$ cat src/rtl/dcache_loadpipe_s0s1_if.sv
// -----------------------------------------------------------------------------
// dcache_loadpipe_s0s1_if
// Bundles the three handshakes of the load-pipe front end:
//   fromldu_req_*  : load request from the LDU (valid/ready + vaddr)
//   tagarray_rd_*  : tag-array read strobe/index and 1-cycle-latency data
//   tos2_*         : S1 result towards S2 (valid/ready + vaddr/hit info)
// Modports:
//   slave  : the load pipe (dcache_loadpipe_s0s1)
//   master : the surrounding LDU / tag array / S2 environment
// -----------------------------------------------------------------------------
interface dcache_loadpipe_s0s1_if #(
   parameter int VADDR_WIDTH = 39,
   parameter int IDX_HIGH    = 11,
   parameter int IDX_LOW     = 6,
   parameter int NUM_WAYS    = 4,
   parameter int TAG_WIDTH   = 27
);
   localparam int IDX_W  = IDX_HIGH - IDX_LOW + 1;
   localparam int DATA_W = NUM_WAYS * (TAG_WIDTH + 1);

   logic                   fromldu_req_valid;
   logic                   fromldu_req_ready;
   logic [VADDR_WIDTH-1:0] fromldu_req_vaddr;

   logic                   tagarray_rd_ready;
   logic                   tagarray_rd_en;
   logic [IDX_W-1:0]       tagarray_rd_idx;
   logic [DATA_W-1:0]      tagarray_rd_data;

   logic                   tos2_valid;
   logic                   tos2_ready;
   logic [VADDR_WIDTH-1:0] tos2_vaddr;
   logic                   tos2_hit;
   logic [NUM_WAYS-1:0]    tos2_hit_way;
   logic                   tos2_multihit;

   modport slave (
      input  fromldu_req_valid, fromldu_req_vaddr,
      output fromldu_req_ready,
      input  tagarray_rd_ready, tagarray_rd_data,
      output tagarray_rd_en, tagarray_rd_idx,
      input  tos2_ready,
      output tos2_valid, tos2_vaddr, tos2_hit, tos2_hit_way, tos2_multihit
   );

   modport master (
      output fromldu_req_valid, fromldu_req_vaddr,
      input  fromldu_req_ready,
      output tagarray_rd_ready, tagarray_rd_data,
      input  tagarray_rd_en, tagarray_rd_idx,
      output tos2_ready,
      input  tos2_valid, tos2_vaddr, tos2_hit, tos2_hit_way, tos2_multihit
   );
endinterface

$ cat src/rtl/dcache_loadpipe_s0s1.sv
// -----------------------------------------------------------------------------
// dcache_loadpipe_s0s1
// Front two stages of the dcache load pipe.
//   S0 : accepts a load from the LDU and strobes the tag-array read.
//   S1 : compares the (1-cycle-later) tag-array output against the request
//        tag for every way and hands hit / one-hot hit-way to S2.
// Ports:
//   clock, reset  : clock and asynchronous active-high reset
//   flush         : kills the S1 request and blocks S0 in the same cycle
//   bus (slave)   : LDU request, tag-array read, S2 result handshakes
//   perf_hit_cnt, perf_miss_cnt : saturating S1 hit/miss counters, present
//                   only when DCACHE_LOADPIPE_PERF_EN is defined
//
// S1 slot states:
//   state          | meaning
//   empty          | s1_valid_q=0, nothing in S1
//   live           | s1_valid_q=1, captured_q=0: compare uses tagarray_rd_data
//   captured       | s1_valid_q=1, captured_q=1: compare uses hold_q (stalled)
// -----------------------------------------------------------------------------
module dcache_loadpipe_s0s1 #(
   parameter int VADDR_WIDTH = 39,
   parameter int IDX_HIGH    = 11,
   parameter int IDX_LOW     = 6,
   parameter int NUM_WAYS    = 4,
   parameter int TAG_WIDTH   = 27
) (
   input  logic                  clock,
   input  logic                  reset,
   input  logic                  flush,
   dcache_loadpipe_s0s1_if.slave bus
`ifdef DCACHE_LOADPIPE_PERF_EN
   ,
   output logic [31:0]           perf_hit_cnt,
   output logic [31:0]           perf_miss_cnt
`endif
);
   localparam int ENTRY_W = TAG_WIDTH + 1;
   localparam int DATA_W  = NUM_WAYS * ENTRY_W;

   logic                   s1_valid_q, s1_valid_d;
   logic                   captured_q, captured_d;
   logic [VADDR_WIDTH-1:0] s1_vaddr_q, s1_vaddr_d;
   logic [DATA_W-1:0]      hold_q, hold_d;

   logic                   tos2_valid_int;
   logic                   s1_fire;
   logic                   req_ready;
   logic                   s0_fire;

   logic [DATA_W-1:0]      tag_sel;
   logic [TAG_WIDTH-1:0]   req_tag;
   logic [NUM_WAYS-1:0]    match;
   logic [NUM_WAYS-1:0]    hit_way_raw;
   logic                   hit_raw;
   logic                   multihit_raw;

   // handshakes
   always_comb begin
      tos2_valid_int = s1_valid_q && !flush;
      s1_fire        = tos2_valid_int && bus.tos2_ready;
      // S1 frees up either by being empty or by handing off this very cycle
      req_ready      = !reset && bus.tagarray_rd_ready && !flush &&
                       (!s1_valid_q || s1_fire);
      s0_fire        = bus.fromldu_req_valid && req_ready;
   end

   assign bus.fromldu_req_ready = req_ready;
   assign bus.tagarray_rd_en    = s0_fire;
   assign bus.tagarray_rd_idx   = bus.fromldu_req_vaddr[IDX_HIGH:IDX_LOW];

   // tag compare
   always_comb begin
      tag_sel = captured_q ? hold_q : bus.tagarray_rd_data;
      req_tag = s1_vaddr_q[VADDR_WIDTH-1:IDX_HIGH+1];
      match   = '0;
      for (int w = 0; w < NUM_WAYS; w++) begin
         match[w] = tag_sel[w*ENTRY_W + TAG_WIDTH] &&
                    (tag_sel[w*ENTRY_W +: TAG_WIDTH] == req_tag);
      end
      hit_raw      = |match;
      // two's-complement trick isolates the lowest set bit
      hit_way_raw  = match & (~match + NUM_WAYS'(1));
      // clearing the lowest set bit leaves something only if >1 bits were set
      multihit_raw = |(match & (match - NUM_WAYS'(1)));
   end

   assign bus.tos2_valid    = tos2_valid_int;
   assign bus.tos2_vaddr    = s1_vaddr_q;
   assign bus.tos2_hit      = tos2_valid_int && hit_raw;
   assign bus.tos2_hit_way  = tos2_valid_int ? hit_way_raw : '0;
   assign bus.tos2_multihit = tos2_valid_int && multihit_raw;

   // S1 slot next state
   always_comb begin
      s1_valid_d = s1_valid_q;
      captured_d = captured_q;
      s1_vaddr_d = s1_vaddr_q;
      hold_d     = hold_q;
      if (flush) begin
         s1_valid_d = 1'b0;
         captured_d = 1'b0;
      end else if (s0_fire) begin
         // also covers the back-to-back case where S1 fires in this cycle
         s1_valid_d = 1'b1;
         s1_vaddr_d = bus.fromldu_req_vaddr;
         captured_d = 1'b0;
      end else if (s1_fire) begin
         s1_valid_d = 1'b0;
         captured_d = 1'b0;
      end else if (s1_valid_q && !captured_q) begin
         // the array output is only valid for one cycle; keep it for the stall
         hold_d     = bus.tagarray_rd_data;
         captured_d = 1'b1;
      end
   end

   always_ff @(posedge clock or posedge reset) begin
      if (reset) begin
         s1_valid_q <= 1'b0;
         captured_q <= 1'b0;
         s1_vaddr_q <= '0;
         hold_q     <= '0;
      end else begin
         s1_valid_q <= s1_valid_d;
         captured_q <= captured_d;
         s1_vaddr_q <= s1_vaddr_d;
         hold_q     <= hold_d;
      end
   end

`ifdef DCACHE_LOADPIPE_PERF_EN
   logic [31:0] perf_hit_q, perf_hit_d;
   logic [31:0] perf_miss_q, perf_miss_d;

   always_comb begin
      perf_hit_d  = perf_hit_q;
      perf_miss_d = perf_miss_q;
      if (s1_fire) begin
         if (hit_raw) begin
            if (perf_hit_q != 32'hFFFF_FFFF) perf_hit_d = perf_hit_q + 32'd1;
         end else begin
            if (perf_miss_q != 32'hFFFF_FFFF) perf_miss_d = perf_miss_q + 32'd1;
         end
      end
   end

   always_ff @(posedge clock or posedge reset) begin
      if (reset) begin
         perf_hit_q  <= '0;
         perf_miss_q <= '0;
      end else begin
         perf_hit_q  <= perf_hit_d;
         perf_miss_q <= perf_miss_d;
      end
   end

   assign perf_hit_cnt  = perf_hit_q;
   assign perf_miss_cnt = perf_miss_q;
`endif

endmodule

$ cat src/flat_wrapper.sv
// flat-port wrapper written by rule: the top's interface ports become plain ports
module dcache_loadpipe_s0s1_flat 
#(
   parameter int VADDR_WIDTH = 39,
   parameter int IDX_HIGH    = 11,
   parameter int IDX_LOW     = 6,
   parameter int NUM_WAYS    = 4,
   parameter int TAG_WIDTH   = 27
)
  (clock, reset, flush, bus_fromldu_req_valid, bus_fromldu_req_vaddr, bus_fromldu_req_ready, bus_tagarray_rd_ready, bus_tagarray_rd_data, bus_tagarray_rd_en, bus_tagarray_rd_idx, bus_tos2_ready, bus_tos2_valid, bus_tos2_vaddr, bus_tos2_hit, bus_tos2_hit_way, bus_tos2_multihit);
  dcache_loadpipe_s0s1_if #(.VADDR_WIDTH(VADDR_WIDTH), .IDX_HIGH(IDX_HIGH), .IDX_LOW(IDX_LOW), .NUM_WAYS(NUM_WAYS), .TAG_WIDTH(TAG_WIDTH)) bus_i ();
  input  logic clock;
  input  logic reset;
  input  logic flush;
  input wire logic [$bits(bus_i.fromldu_req_valid)-1:0] bus_fromldu_req_valid;
  input wire logic [$bits(bus_i.fromldu_req_vaddr)-1:0] bus_fromldu_req_vaddr;
  output wire logic [$bits(bus_i.fromldu_req_ready)-1:0] bus_fromldu_req_ready;
  input wire logic [$bits(bus_i.tagarray_rd_ready)-1:0] bus_tagarray_rd_ready;
  input wire logic [$bits(bus_i.tagarray_rd_data)-1:0] bus_tagarray_rd_data;
  output wire logic [$bits(bus_i.tagarray_rd_en)-1:0] bus_tagarray_rd_en;
  output wire logic [$bits(bus_i.tagarray_rd_idx)-1:0] bus_tagarray_rd_idx;
  input wire logic [$bits(bus_i.tos2_ready)-1:0] bus_tos2_ready;
  output wire logic [$bits(bus_i.tos2_valid)-1:0] bus_tos2_valid;
  output wire logic [$bits(bus_i.tos2_vaddr)-1:0] bus_tos2_vaddr;
  output wire logic [$bits(bus_i.tos2_hit)-1:0] bus_tos2_hit;
  output wire logic [$bits(bus_i.tos2_hit_way)-1:0] bus_tos2_hit_way;
  output wire logic [$bits(bus_i.tos2_multihit)-1:0] bus_tos2_multihit;
  assign bus_i.fromldu_req_valid = bus_fromldu_req_valid;
  assign bus_i.fromldu_req_vaddr = bus_fromldu_req_vaddr;
  assign bus_fromldu_req_ready = bus_i.fromldu_req_ready;
  assign bus_i.tagarray_rd_ready = bus_tagarray_rd_ready;
  assign bus_i.tagarray_rd_data = bus_tagarray_rd_data;
  assign bus_tagarray_rd_en = bus_i.tagarray_rd_en;
  assign bus_tagarray_rd_idx = bus_i.tagarray_rd_idx;
  assign bus_i.tos2_ready = bus_tos2_ready;
  assign bus_tos2_valid = bus_i.tos2_valid;
  assign bus_tos2_vaddr = bus_i.tos2_vaddr;
  assign bus_tos2_hit = bus_i.tos2_hit;
  assign bus_tos2_hit_way = bus_i.tos2_hit_way;
  assign bus_tos2_multihit = bus_i.tos2_multihit;
  dcache_loadpipe_s0s1 #(.VADDR_WIDTH(VADDR_WIDTH), .IDX_HIGH(IDX_HIGH), .IDX_LOW(IDX_LOW), .NUM_WAYS(NUM_WAYS), .TAG_WIDTH(TAG_WIDTH)) u_core (.clock(clock), .reset(reset), .flush(flush), .bus(bus_i));
endmodule
$ cat config.mk
export PLATFORM = sky130hd
export DESIGN_NAME = dcache_loadpipe_s0s1_flat
export DESIGN_NICKNAME = d
export VERILOG_FILES = /design/src/rtl/dcache_loadpipe_s0s1_if.sv /design/src/rtl/dcache_loadpipe_s0s1.sv /design/src/flat_wrapper.sv
export SDC_FILE = /design/constraint.sdc
export NUM_CORES = 1
export LEC_CHECK = 0
export ABC_AREA = 0
export CAP_MARGIN = 20
export CELL_PAD_IN_SITES_DETAIL_PLACEMENT = 0
export CELL_PAD_IN_SITES_GLOBAL_PLACEMENT = 1
export CORE_ASPECT_RATIO = 0.8
export CORE_UTILIZATION = 39
export DETAILED_ROUTE_END_ITERATION = 16
export PLACE_DENSITY_LB_ADDON = 0.3
export SLEW_MARGIN = 30
export SYNTH_ARGS = -nofsm -noshare
export SYNTH_HDL_FRONTEND = slang
export SYNTH_SLANG_ARGS = --single-unit
$ cat constraint.sdc
create_clock -name clock -period 6.1 [get_ports clock]
set_input_delay 0.61 -clock clock [delete_from_list [all_inputs] [get_ports clock]]
set_output_delay 0.61 -clock clock [all_outputs]
set_load 0.005 [all_outputs]
==> out/results.tsv <==
metric	value	unit
period_minus_slack	4.95	ns
antenna_found_initial	0	
dpl.cell_count	1155	
p_comb_share	22.1	%
critPathKind	flip-flop to output pin	
ys.flop_type	dfrtp_1	
hold_ws	0.474	ns
dp_hpwl	16.5	mm
worstPathRequired	5.49	ns
drive_above_1_share	18.0	%
rsz0062_at_grt	false	
cts_resized	0	
grt_use_total	21.9	%
wl_per_cell	19.7	µm
fin_ws	1.15	ns
root_buffer	clkbuf_16	
synth_most_common_cell	dfrtp_1	
grt_pass1_vias	6129	
vias	5889	
setup-violations-final	0	
grt_pass1_wl	36.0	mm
slew_viol_final	0	
synth_edf_count	0	
drc	8	
clkPwrFrac	33.4	%
num_rows	47	
viasPerCell	4.96	
clock_skew	0.00513	ns
drtIter0Drc	342	
p_leak	4.60	nW
seqPwrFrac	44.5	%
failed_checks	DRC	
r2r_slack	3.27	ns
num_antenna_cells	0	
ys_seq_area_share	45.5	%
h-tree-depth	4	
syn_area	8420	µm²
hold_path_class	flip-flop to flip-flop	
grt_max_degree	109	
power-per-cell-area	299	nW/µm²
yosys.area.top_type	dfrtp_1	
power	3.34	mW
wl	23.3	mm
numClockSinks	153	
slew_headroom	37.4	%
ios	211	
clk_pin_slew_worst_paths	0.07	ns
syn_nets	892	
dieArea	22200	µm²
post-cts-setup-buffers	0	
die_h	133	µm
synth_cell_types	38	
cp-end-kind	output pin	
numCtsBuffers	17	
synth_area_leaders	dfrtp_1, mux2_2, mux2i_1, xnor2_1, nand2_1	
dpl_cell_area	10600	µm²
ir_drop	180	µV
status	finished with violations	
crit_arrival	4.34	ns
chipWidth	166	µm
timing.fmax	202	MHz
r2r_end	u_core.hold_q[9]$_DFFE_PP0P_	
final_nets	1062	
overflow	0	
clkLatencyLatePin	0.42	ns
fill_cells	1906	
area_growth	32.7	%
cts_tree	yes	
r2r_start	u_core.captured_q$_DFFE_PP0P_	
synthArstFlopShare	100	%
worst_pin_slew	0.939	ns
place_congestion	0.772	
fin_setup_tns	0	ns
start_kind	flip-flop	
ctsLongestPathBuffers	2	
rr_worst_depth	4	
crit_end	bus_tos2_multihit	
p_switching	973	µW
place_ws	1.64	ns
final_cells	1187	
final_area	11200	µm²
p_int	2.37	mW
initial_core_util	40.2	%
synth_commonest_cells	dfrtp_1, nand2_1, mux2_2, mux2i_1, xnor2_1	
yosysWarnings	0	
avgSynthCellArea	11.5	µm²
numPortBuffers	210	
fin_util	53.4	%
firstDrtPassIters	10	
final.period_utilization	81.1	%
drtAntennaViolNets	0	
crit_start	u_core.captured_q$_DFFE_PP0P_	
syn_inst	735	
swShare	29.1	%
max-cap-violations	0	
synth_top_area_share	45.5	%
core	20900	µm²
hold_viol_final	0	
path_max_fanout	56	
ys_ff_latch	153	
holdBufCountCts	0	
-- worst max-delay path, cell delays in order, from the launching register on --
cell and delay [ns]:
dfrtp_4 1.03, buf_12 0.32, mux2i_1 0.25, xor2_1 0.16, nand4_1 0.13, or4_1 0.63, nor4_2 0.41, nor3_1 0.10
nor4_2 0.27, clkdlybuf4s50_1 0.55
-- registers in the layout, summed over array words and instances (netlist names) --
signal and cells:
u_core.captured_q 1, u_core.hold_q 112, u_core.bus.tos2_vaddr 39, u_core.s1_valid_q 1
-- power by group through the flow --
stage          registers (mW)  logic, mW  clock network [mW]
5_1_grt                  1.52      0.811                1.19
3_5_place_dp             1.50      0.748                   0
3_3_place_gp             1.50      0.739                   0
4_1_cts                  1.49      0.751                1.14
6_report                 1.49      0.740                1.12
2_1_floorplan            1.36      0.531                   0
-- placed cells by master, fill, tap and decap left out, types with 3 or more instances in the layout --
master,instances
nor4_1,7
nor4_4,3
xor2_1,50
mux2i_1,104
bufinv_16,3
clkbuf_16,17
inv_6,4
nand2_1,122
inv_1,4
o21ai_0,7
nor4_2,7
nand3_1,6
mux2_2,112
nand4_1,14
clkdlybuf4s50_1,210
dfrtp_1,152
buf_4,5
clkinv_4,4
xnor2_1,57
-- area by class of cell --
cell class,count,area [µm²],share of cell area (%)
Tap cell,269,337,3.01
Timing Repair Buffer,216,2160,19.3
Sequential cell,153,3830,34.3
Clock buffer,17,425,3.81
Inverter,6,30.0,0.269
Clock inverter,15,191,1.71
Multi-Input combinational cell,511,4200,37.6
-- cells by family after synthesis --
family	Yosys count	share of synthesized area [%]
AO/OA/AOI/OAI	15	1.14
XOR/XNOR	107	11.1
buffers and inverters	71	4.69
flip-flops	153	45.5
multiplexers	217	27.5
AND/OR/NAND/NOR	172	10.1
-- worst min-delay path by stage --
stage                     cells after the start  slack, ns                              endpoint                                  from
final                                         2       0.47  u_core.bus.tos2_vaddr[1]$_DFFE_PP0P_  u_core.bus.tos2_vaddr[1]$_DFFE_PP0P_
after global routing                          2       0.50  u_core.bus.tos2_vaddr[8]$_DFFE_PP0P_  u_core.bus.tos2_vaddr[8]$_DFFE_PP0P_
after CTS                                     2       0.48  u_core.bus.tos2_vaddr[7]$_DFFE_PP0P_  u_core.bus.tos2_vaddr[7]$_DFFE_PP0P_
after detailed placement                      2       0.46  u_core.bus.tos2_vaddr[7]$_DFFE_PP0P_  u_core.bus.tos2_vaddr[7]$_DFFE_PP0P_
after global placement                        2       0.46  u_core.bus.tos2_vaddr[0]$_DFFE_PP0P_  u_core.bus.tos2_vaddr[0]$_DFFE_PP0P_
after floorplan                               2       0.47  u_core.bus.tos2_vaddr[0]$_DFFE_PP0P_  u_core.bus.tos2_vaddr[0]$_DFFE_PP0P_
-- layer usage --
layer  GRT usage, %  part of all wire, %  vias up
li1               -                    -     2842
met1           31.5                   49     2888
met2           33.3                   44      141
met3           4.93                  5.9       18
met4           5.35                  1.1        0
met5              0                    0        -
No activity file was read; power rests on OpenSTA's default activity.
